**config.mk**
```make
export PLATFORM = sky130hd
export DESIGN_NAME = multiword_sub_ctrl
export DESIGN_NICKNAME = d
export VERILOG_FILES = /design/src/rtl/sub_pkg.sv /design/src/rtl/sub4_slice.sv /design/src/rtl/multiword_sub_ctrl.sv
export SDC_FILE = /design/constraint.sdc
export NUM_CORES = 1
export LEC_CHECK = 0
export CORE_MARGIN = 4
export CORE_UTILIZATION = 25
export CTS_CLUSTER_SIZE = 10
export DETAILED_ROUTE_END_ITERATION = 10
export PLACE_DENSITY_LB_ADDON = 0.25
export REMOVE_ABC_BUFFERS = 1
export SLEW_MARGIN = 0
export SYNTH_ARGS = -nofsm -noshare
export SYNTH_HDL_FRONTEND = slang
export SYNTH_HIERARCHICAL = 1
export SYNTH_SLANG_ARGS = --single-unit
```
**constraint.sdc**
```tcl
create_clock -name clk -period 7.7 [get_ports clk]
set_input_delay 1.155 -clock clk [delete_from_list [all_inputs] [get_ports clk]]
set_output_delay 1.155 -clock clk [all_outputs]
set_load 0.05 [all_outputs]
```
**src/rtl/sub_pkg.sv**
```systemverilog
// Shared definitions for the nibble-serial subtractor: controller states and slice width.
package sub_pkg;

  localparam int SLICE_W = 4;

  typedef enum logic [1:0] {
    IDLE = 2'd0,
    RUN  = 2'd1,
    DONE = 2'd2
  } state_e;

endpackage

```
**src/rtl/sub4_slice.sv**
```systemverilog
// Combinational 4-bit ripple-borrow subtractor slice: D = A - B - bin, bout = borrow out.
module sub4_slice
  import sub_pkg::*;
(
  input  logic               bin,
  input  logic [SLICE_W-1:0] A,
  input  logic [SLICE_W-1:0] B,
  output logic [SLICE_W-1:0] D,
  output logic               bout
);

  logic [SLICE_W:0] br;

  always_comb begin
    br    = '0;
    D     = '0;
    br[0] = bin;
    for (int i = 0; i < SLICE_W; i++) begin
      D[i]    = A[i] ^ B[i] ^ br[i];
      br[i+1] = (~A[i] & B[i]) | (~(A[i] ^ B[i]) & br[i]);
    end
  end

  assign bout = br[SLICE_W];

endmodule

```
**src/rtl/multiword_sub_ctrl.sv**
```systemverilog
// Nibble-serial multiword subtractor: captures A/B/bin, runs one shared 4-bit slice per cycle,
// and presents D/bout with a valid/ready handshake.
module multiword_sub_ctrl
  import sub_pkg::*;
#(
  parameter int NIBBLES = 4
) (
  input  logic                   clk,
  input  logic                   rst_n,
  input  logic                   in_valid,
  output logic                   in_ready,
  input  logic [SLICE_W*NIBBLES-1:0] A,
  input  logic [SLICE_W*NIBBLES-1:0] B,
  input  logic                   bin,
  output logic                   out_valid,
  input  logic                   out_ready,
  output logic [SLICE_W*NIBBLES-1:0] D,
  output logic                   bout,
  output logic                   busy
);

  localparam int W  = SLICE_W * NIBBLES;
  localparam int CW = (NIBBLES > 1) ? $clog2(NIBBLES) : 1;
  localparam logic [CW-1:0] LAST_CNT = CW'(NIBBLES - 1);

  state_e         state_q, state_d;
  logic [CW-1:0]  cnt_q, cnt_d;
  logic           br_q, br_d;
  logic [W-1:0]   a_q, a_d;
  logic [W-1:0]   b_q, b_d;
  logic [W-1:0]   d_q, d_d;
  logic           bout_q, bout_d;

  logic [SLICE_W-1:0] a_nib, b_nib, d_nib;
  logic               nib_bout;

  always_ff @(posedge clk or negedge rst_n) begin
    if (!rst_n) begin
      state_q <= IDLE;
    end else begin
      state_q <= state_d;
    end
  end

  always_comb begin
    state_d = state_q;
    unique case (state_q)
      IDLE:    if (in_valid)            state_d = RUN;
      RUN:     if (cnt_q == LAST_CNT)   state_d = DONE;
      DONE:    if (out_ready)           state_d = IDLE;
      default:                          state_d = IDLE;
    endcase
  end

  always_comb begin
    in_ready  = (state_q == IDLE);
    out_valid = (state_q == DONE);
    busy      = (state_q != IDLE);
  end

  // Steer the current nibble of the captured operands into the single shared slice.
  always_comb begin
    a_nib = '0;
    b_nib = '0;
    for (int n = 0; n < NIBBLES; n++) begin
      if (cnt_q == CW'(n)) begin
        a_nib = a_q[n*SLICE_W +: SLICE_W];
        b_nib = b_q[n*SLICE_W +: SLICE_W];
      end
    end
  end

  sub4_slice u_slice (
    .bin  (br_q),
    .A    (a_nib),
    .B    (b_nib),
    .D    (d_nib),
    .bout (nib_bout)
  );

  always_comb begin
    cnt_d  = cnt_q;
    br_d   = br_q;
    a_d    = a_q;
    b_d    = b_q;
    d_d    = d_q;
    bout_d = bout_q;
    unique case (state_q)
      IDLE: begin
        if (in_valid) begin
          a_d   = A;
          b_d   = B;
          br_d  = bin;
          cnt_d = '0;
        end
      end
      RUN: begin
        for (int n = 0; n < NIBBLES; n++) begin
          if (cnt_q == CW'(n)) begin
            d_d[n*SLICE_W +: SLICE_W] = d_nib;
          end
        end
        br_d = nib_bout;
        if (cnt_q == LAST_CNT) begin
          bout_d = nib_bout;
          cnt_d  = '0;
        end else begin
          cnt_d = cnt_q + CW'(1);
        end
      end
      default: ;
    endcase
  end

  always_ff @(posedge clk or negedge rst_n) begin
    if (!rst_n) begin
      cnt_q  <= '0;
      br_q   <= 1'b0;
      a_q    <= '0;
      b_q    <= '0;
      d_q    <= '0;
      bout_q <= 1'b0;
    end else begin
      cnt_q  <= cnt_d;
      br_q   <= br_d;
      a_q    <= a_d;
      b_q    <= b_d;
      d_q    <= d_d;
      bout_q <= bout_d;
    end
  end

  assign D    = d_q;
  assign bout = bout_q;

endmodule

```
Word-level counts from Yosys, hierarchy flattened. Index checks and enable logic that the tools add are counted.

Word-level logic and storage cells: 75. Register bits: 54. Input port bits: 37. Output and inout bits: 20.

Add/sub/neg operators: 1. Multiplexer cells: 17. Eq/ne operators: 8. Bitwise gates (word level): 28. Reduce and logical (&&, ||, !) cells: 11.

Operators by type and width (count): $mux 4 (8); $reduce_and 2->1 (6); $mux 2 (5); $and 1x1->1 (8); $not 1->1 (8); $xor 1x1->1 (8); $eq 2x2->1 const B (3); $pmux 2 s3 (1); $eq 2x1->1 const B (2); $logic_not 2->1 (2); $ne 2x2->1 const B (2); $or 1x1->1 (4); $pmux 2 s2 (1); $reduce_bool 2->1 (2); $reduce_and 3->1 (1); $add 2x1->2 const B (1); $ne 2x1->1 const B (1); $pmux 1 s2 (1); $mux 1 (1).

Longest topological paths before layout.
Depth in word-level cells: 16. Depth in mapped cells: 16. Gate-level depth less buffers: 15.

Modules after synthesis. The synthesis kept the hierarchy.

By module, submodules not included: multiword_sub_ctrl (seq. area each 1351.3 um2, area an instance 2471.1 um2, cells each 171, times used 1); sub4_slice (seq. area each 0.0 um2, area an instance 117.6 um2, cells each 14, times used 1).

Least setup slack after synthesis. Ideal clock, no wire load.

Path kind: register to register. Start point: register cnt_q[0]. End point: register d_q[11] (netlist: D[11]). Setup slack: 4.585 ns. Period minus slack after synthesis: 3.115 ns. Cell stages (with the launch flop): 14. Required time: 7.575 ns. Buffers on the path: 1. Arrival time: 2.991 ns. Setup time: 0.125 ns. Cells stage by stage: dfrtp_1 -> inv_1 -> ha_1 -> nor2b_1 -> clkbuf_1 -> a22oi_1 -> a21oi_1 -> fa_1 -> inv_1 -> fa_1 -> fa_1 -> inv_1 -> fa_1 -> mux2_2.

Longest elaborated chain between the ends: 14. Elaborated cells between the ends (all ways): 33. Those cells by class: eq/ne: 3; mux: 8; bitwise: 20; reduce/logical: 2.

RTL lines: from (decl) (line multiword_sub_ctrl.sv:27) `logic [CW-1:0] cnt_q, cnt_d;`; from (signal assigned) (line multiword_sub_ctrl.sv:124) `cnt_q <= cnt_d;`; $logic_not 2->1 (line multiword_sub_ctrl.sv:66) `if (cnt_q == CW'(n)) begin`; $mux 4 (3 in a row) (line multiword_sub_ctrl.sv:66); $mux 4 (*) (line multiword_sub_ctrl.sv:66); named net a_nib[0] (line multiword_sub_ctrl.sv:34) `logic [SLICE_W-1:0] a_nib, b_nib, d_nib;`; $xor 1x1->1 (line sub4_slice.sv:20) `br[i+1] = (~A[i] & B[i]) | (~(A[i] ^ B[i]) & br[i]);`; $not 1->1 (line sub4_slice.sv:20); $and 1x1->1 (line sub4_slice.sv:20); $or 1x1->1 (*) (line sub4_slice.sv:20); $and 1x1->1 (*) (line sub4_slice.sv:20); $or 1x1->1 (*) (line sub4_slice.sv:20); $and 1x1->1 (*) (line sub4_slice.sv:20); $or 1x1->1 (*) (line sub4_slice.sv:20); $xor 1x1->1 (*) (line sub4_slice.sv:19) `D[i] = A[i] ^ B[i] ^ br[i];`; named net d_nib[3] (line multiword_sub_ctrl.sv:34); to (signal assigned) (line multiword_sub_ctrl.sv:121) `d_q <= '0;`; to (signal assigned) (line multiword_sub_ctrl.sv:128) `d_q <= d_d;`; to (decl) (line multiword_sub_ctrl.sv:31) `logic [W-1:0] d_q, d_d;`.

The timed path passes the listed nets; every way through them passes the cells marked *. A chain may end at the register's enable or synchronous reset.

Final worst setup path.
Start point: register cnt_q[1]. End point: register d_q[15] (netlist: D[15]).

The elaborated chain is that of the path after synthesis.

==> flow_summary_export.csv <==
group,metric,value,unit
logic_synthesis,synth_warnings,6,
cts,cts_tree,"built",
grt,use_met2,0.140,
detailed_routing,num_vias,1566,
detailed_routing,first_pass_iters,4,
logic_synthesis,synth_edf_count,0,
timing,clock_skew,7.39,ps
cts,cts_resized,0,
timing,worst_slew_pin_slew,681,ps
layout,layout_common_cells,"clkdlybuf4s50_1 (55), dfrtp_1 (54), mux2_4 (30)",
hold_path,holdPathStages,1,
worst_setup_path,setup.worst_path.start_class,"register",
timing,layout_worst_path_cycle_share,0.468,
worst_setup_path,r2r_start,"cnt_q[1]$_DFFE_PN0P_",
die,fp.dieH,110,µm
timing,hold_violations,0,
logic_synthesis,syn_area,2590,µm²
worst_setup_path,r2r-end,"D[15]$_DFFE_PN0P_",
die,io_pins,57,
detailed_routing,drcViolationCount,0,
layout,num_antenna_cells,0,
worst_setup_path,critPathArrivalTime,3800,ps
worst_setup_path,reg2reg_depth,12,
cts,cts_num_sinks,54,
timing,finalMaxSlewViolations,0,
logic_synthesis,synth_simple_gate_area_frac,0.0445,
detailed_routing,wirelength,5500,µm
logic_synthesis,yosys.area_share.adder,0.0503,
grt,met1_usage,0.146,
detailed_routing,drt_iter0_drc,49,
timing,layout_min_cycle_time,3600,ps
layout,fin_nets,286,
cts,post_cts_buffers,0,
cts,numCtsBuffers,5,
die,start_util,0.261,
hold_path,min_from,"D[2]$_DFFE_PN0P_",
worst_setup_path,end_kind,"register",
logic_synthesis,async_flop_share,1.00,
timing,report.final.setup_viol,0,
logic_synthesis,avgSynthCellArea,14.0,µm²
placed_design,numPortBuffers,56,
logic_synthesis,synthCells,185,
logic_synthesis,synth_cell_types,28,
logic_synthesis,yosysSeqAreaShare,0.522,
detailed_routing,ant_nets,0,
cts,clkTransAtPathRegs,90,ps
timing,max_freq,0.277,GHz
hold_path,hold_path.class,"reg2reg",
cts,clk_latency,300,ps
layout,mostFrequentLayoutCell,"clkdlybuf4s50_1",
logic_synthesis,synthFlopType,"dfrtp_1",
logic_synthesis,synth_top_family_by_area,"multiplexers",
detailed_routing,routedWlPerCell,14.7,µm
cts,holdBufCountCts,0,
die,num_rows,36,
worst_setup_path,critPathMaxFanout,11,
detailed_routing,drt-vias-per-instance,4.18,
die,die-area,12000,µm²
cts,cts.path.max_buffers,2,
cts,htreeDepth,2,
worst_setup_path,critPathRequiredTime,7890,ps
grt,grt_pass1_vias,1646,
layout,syn_to_final_growth,28.3,%
logic_synthesis,synth_compound_area_frac,0.0672,
timing,relSlewSlack,0.546,
grt,grt-busiest-layer,"met1",
flow_run,maxCapViolations,0,
grt,grt_max_degree,55,
logic_synthesis,synthMuxAreaShare,0.261,
die,core_area,9910,µm²
grt,grtUsageMet3,0.0282,
die,die_x,110,µm
logic_synthesis,synth-xor-area-share,0,
worst_setup_path,setup.worst_path.class,"reg2reg",
grt,antenna_found_initial,0,
hold_path,hold_end,"D[2]$_DFFE_PN0P_",
cts,clockRootBuffer,"clkbuf_8",
grt,grt_usage,0.0984,
layout,drive_above_1_share,0.252,
timing,tns,0,ps
timing,rsz0062_at_grt,"no",
layout,fillers,1017,
placed_design,gp_congestion,0.767,
grt,grt_pass1_wl,9010,µm
logic_synthesis,yosys_register_bits,54,
grt,overflow,0,
worst_setup_path,r2r_slack,4100,ps
placed_design,dp_hpwl,4280,µm
run_status,status,"finished clean",
==> state kept, by name (all words and copies together) (netlist names) <==
signal / flops
bout: 1
b_q: 16
a_q: 16
br_q: 1
state_q: 2
cnt_q: 2
D: 16
==> stage by stage <==
stage	util	area [µm²]	setup slack, ps	std cells	hold slack (ps)
CTS	0.335	3320	4130	375	517
detailed placement	0.326	3230	4160	367	493
global placement	0.326	3230	4330	367	490
finish	0.335	3320	4100	375	509
global route	0.335	3320	3880	375	533
floorplan	-	2500	4530	177	481
==> synthesized netlist by cell type, types with 2 or more instances <==
master    number  share of area
dfrtp_1       54           0.52
o22ai_1        7          0.017
a22oi_1        8          0.023
nor2b_1        2         0.0048
o21ai_0        3         0.0058
nand2_1        9          0.013
nor2_1         4         0.0058
fa_1           4          0.031
a21oi_1        8          0.015
clkbuf_1       3         0.0043
buf_12         3          0.023
mux2_4        30           0.17
mux2_2        19          0.083
ha_1           4          0.019
inv_1         14          0.020
==> how the worst max path moves through the flow <==
stage,depth (start not counted),from,end,slack [ps]
2_1_floorplan,12,cnt_q[1]$_DFFE_PN0P_,D[11]$_DFFE_PN0P_,4530
3_3_place_gp,12,cnt_q[1]$_DFFE_PN0P_,D[15]$_DFFE_PN0P_,4330
3_5_place_dp,12,cnt_q[1]$_DFFE_PN0P_,D[3]$_DFFE_PN0P_,4160
4_1_cts,12,cnt_q[1]$_DFFE_PN0P_,D[15]$_DFFE_PN0P_,4130
5_1_grt,12,cnt_q[1]$_DFFE_PN0P_,D[7]$_DFFE_PN0P_,3880
6_report,12,cnt_q[1]$_DFFE_PN0P_,D[15]$_DFFE_PN0P_,4100
==> cell type report <==
cell class / instances / area [µm²] / area share
timing repair buffer: 57 / 563 / 0.169
clock inverter: 1 / 5.00 / 0.00151
sequential: 54 / 1350 / 0.407
clock buffer: 7 / 86.3 / 0.0260
tap: 133 / 166 / 0.0501
inverter: 15 / 56.3 / 0.0169
multi-input combinational: 108 / 1090 / 0.329
==> worst max-delay path: stages, from the launching register on <==
cell and delay, ps:
dfrtp_1 400, inv_1 70, ha_1 310, nor2b_1 450, a22oi_1 130, a21oi_1 280, fa_1 220, inv_1 50
fa_1 370, fa_1 370, inv_1 70, fa_1 470, mux2_2 290
==> cells by family (layout without fill, tap and decap cells) <==
logic type	count (synthesis)	in the layout
buffers and inverters	23	80
adder cells (fa/ha/maj)	8	8
AND/OR/NAND/NOR	22	22
flip-flops	54	54
multiplexers	50	50
AO/OA/AOI/OAI	28	28
==> layer usage <==
| layer | up-vias | part of all wire |
|---|---|---|
| met5 | - | 0 |
| met4 | 0 | 0.0073 |
| met3 | 4 | 0.061 |
| met2 | 49 | 0.42 |
| met1 | 751 | 0.51 |
| li1 | 762 | - |
Power is not shown: default switching activity piles up to over one toggle a cycle in this logic, so the estimate is an artifact.
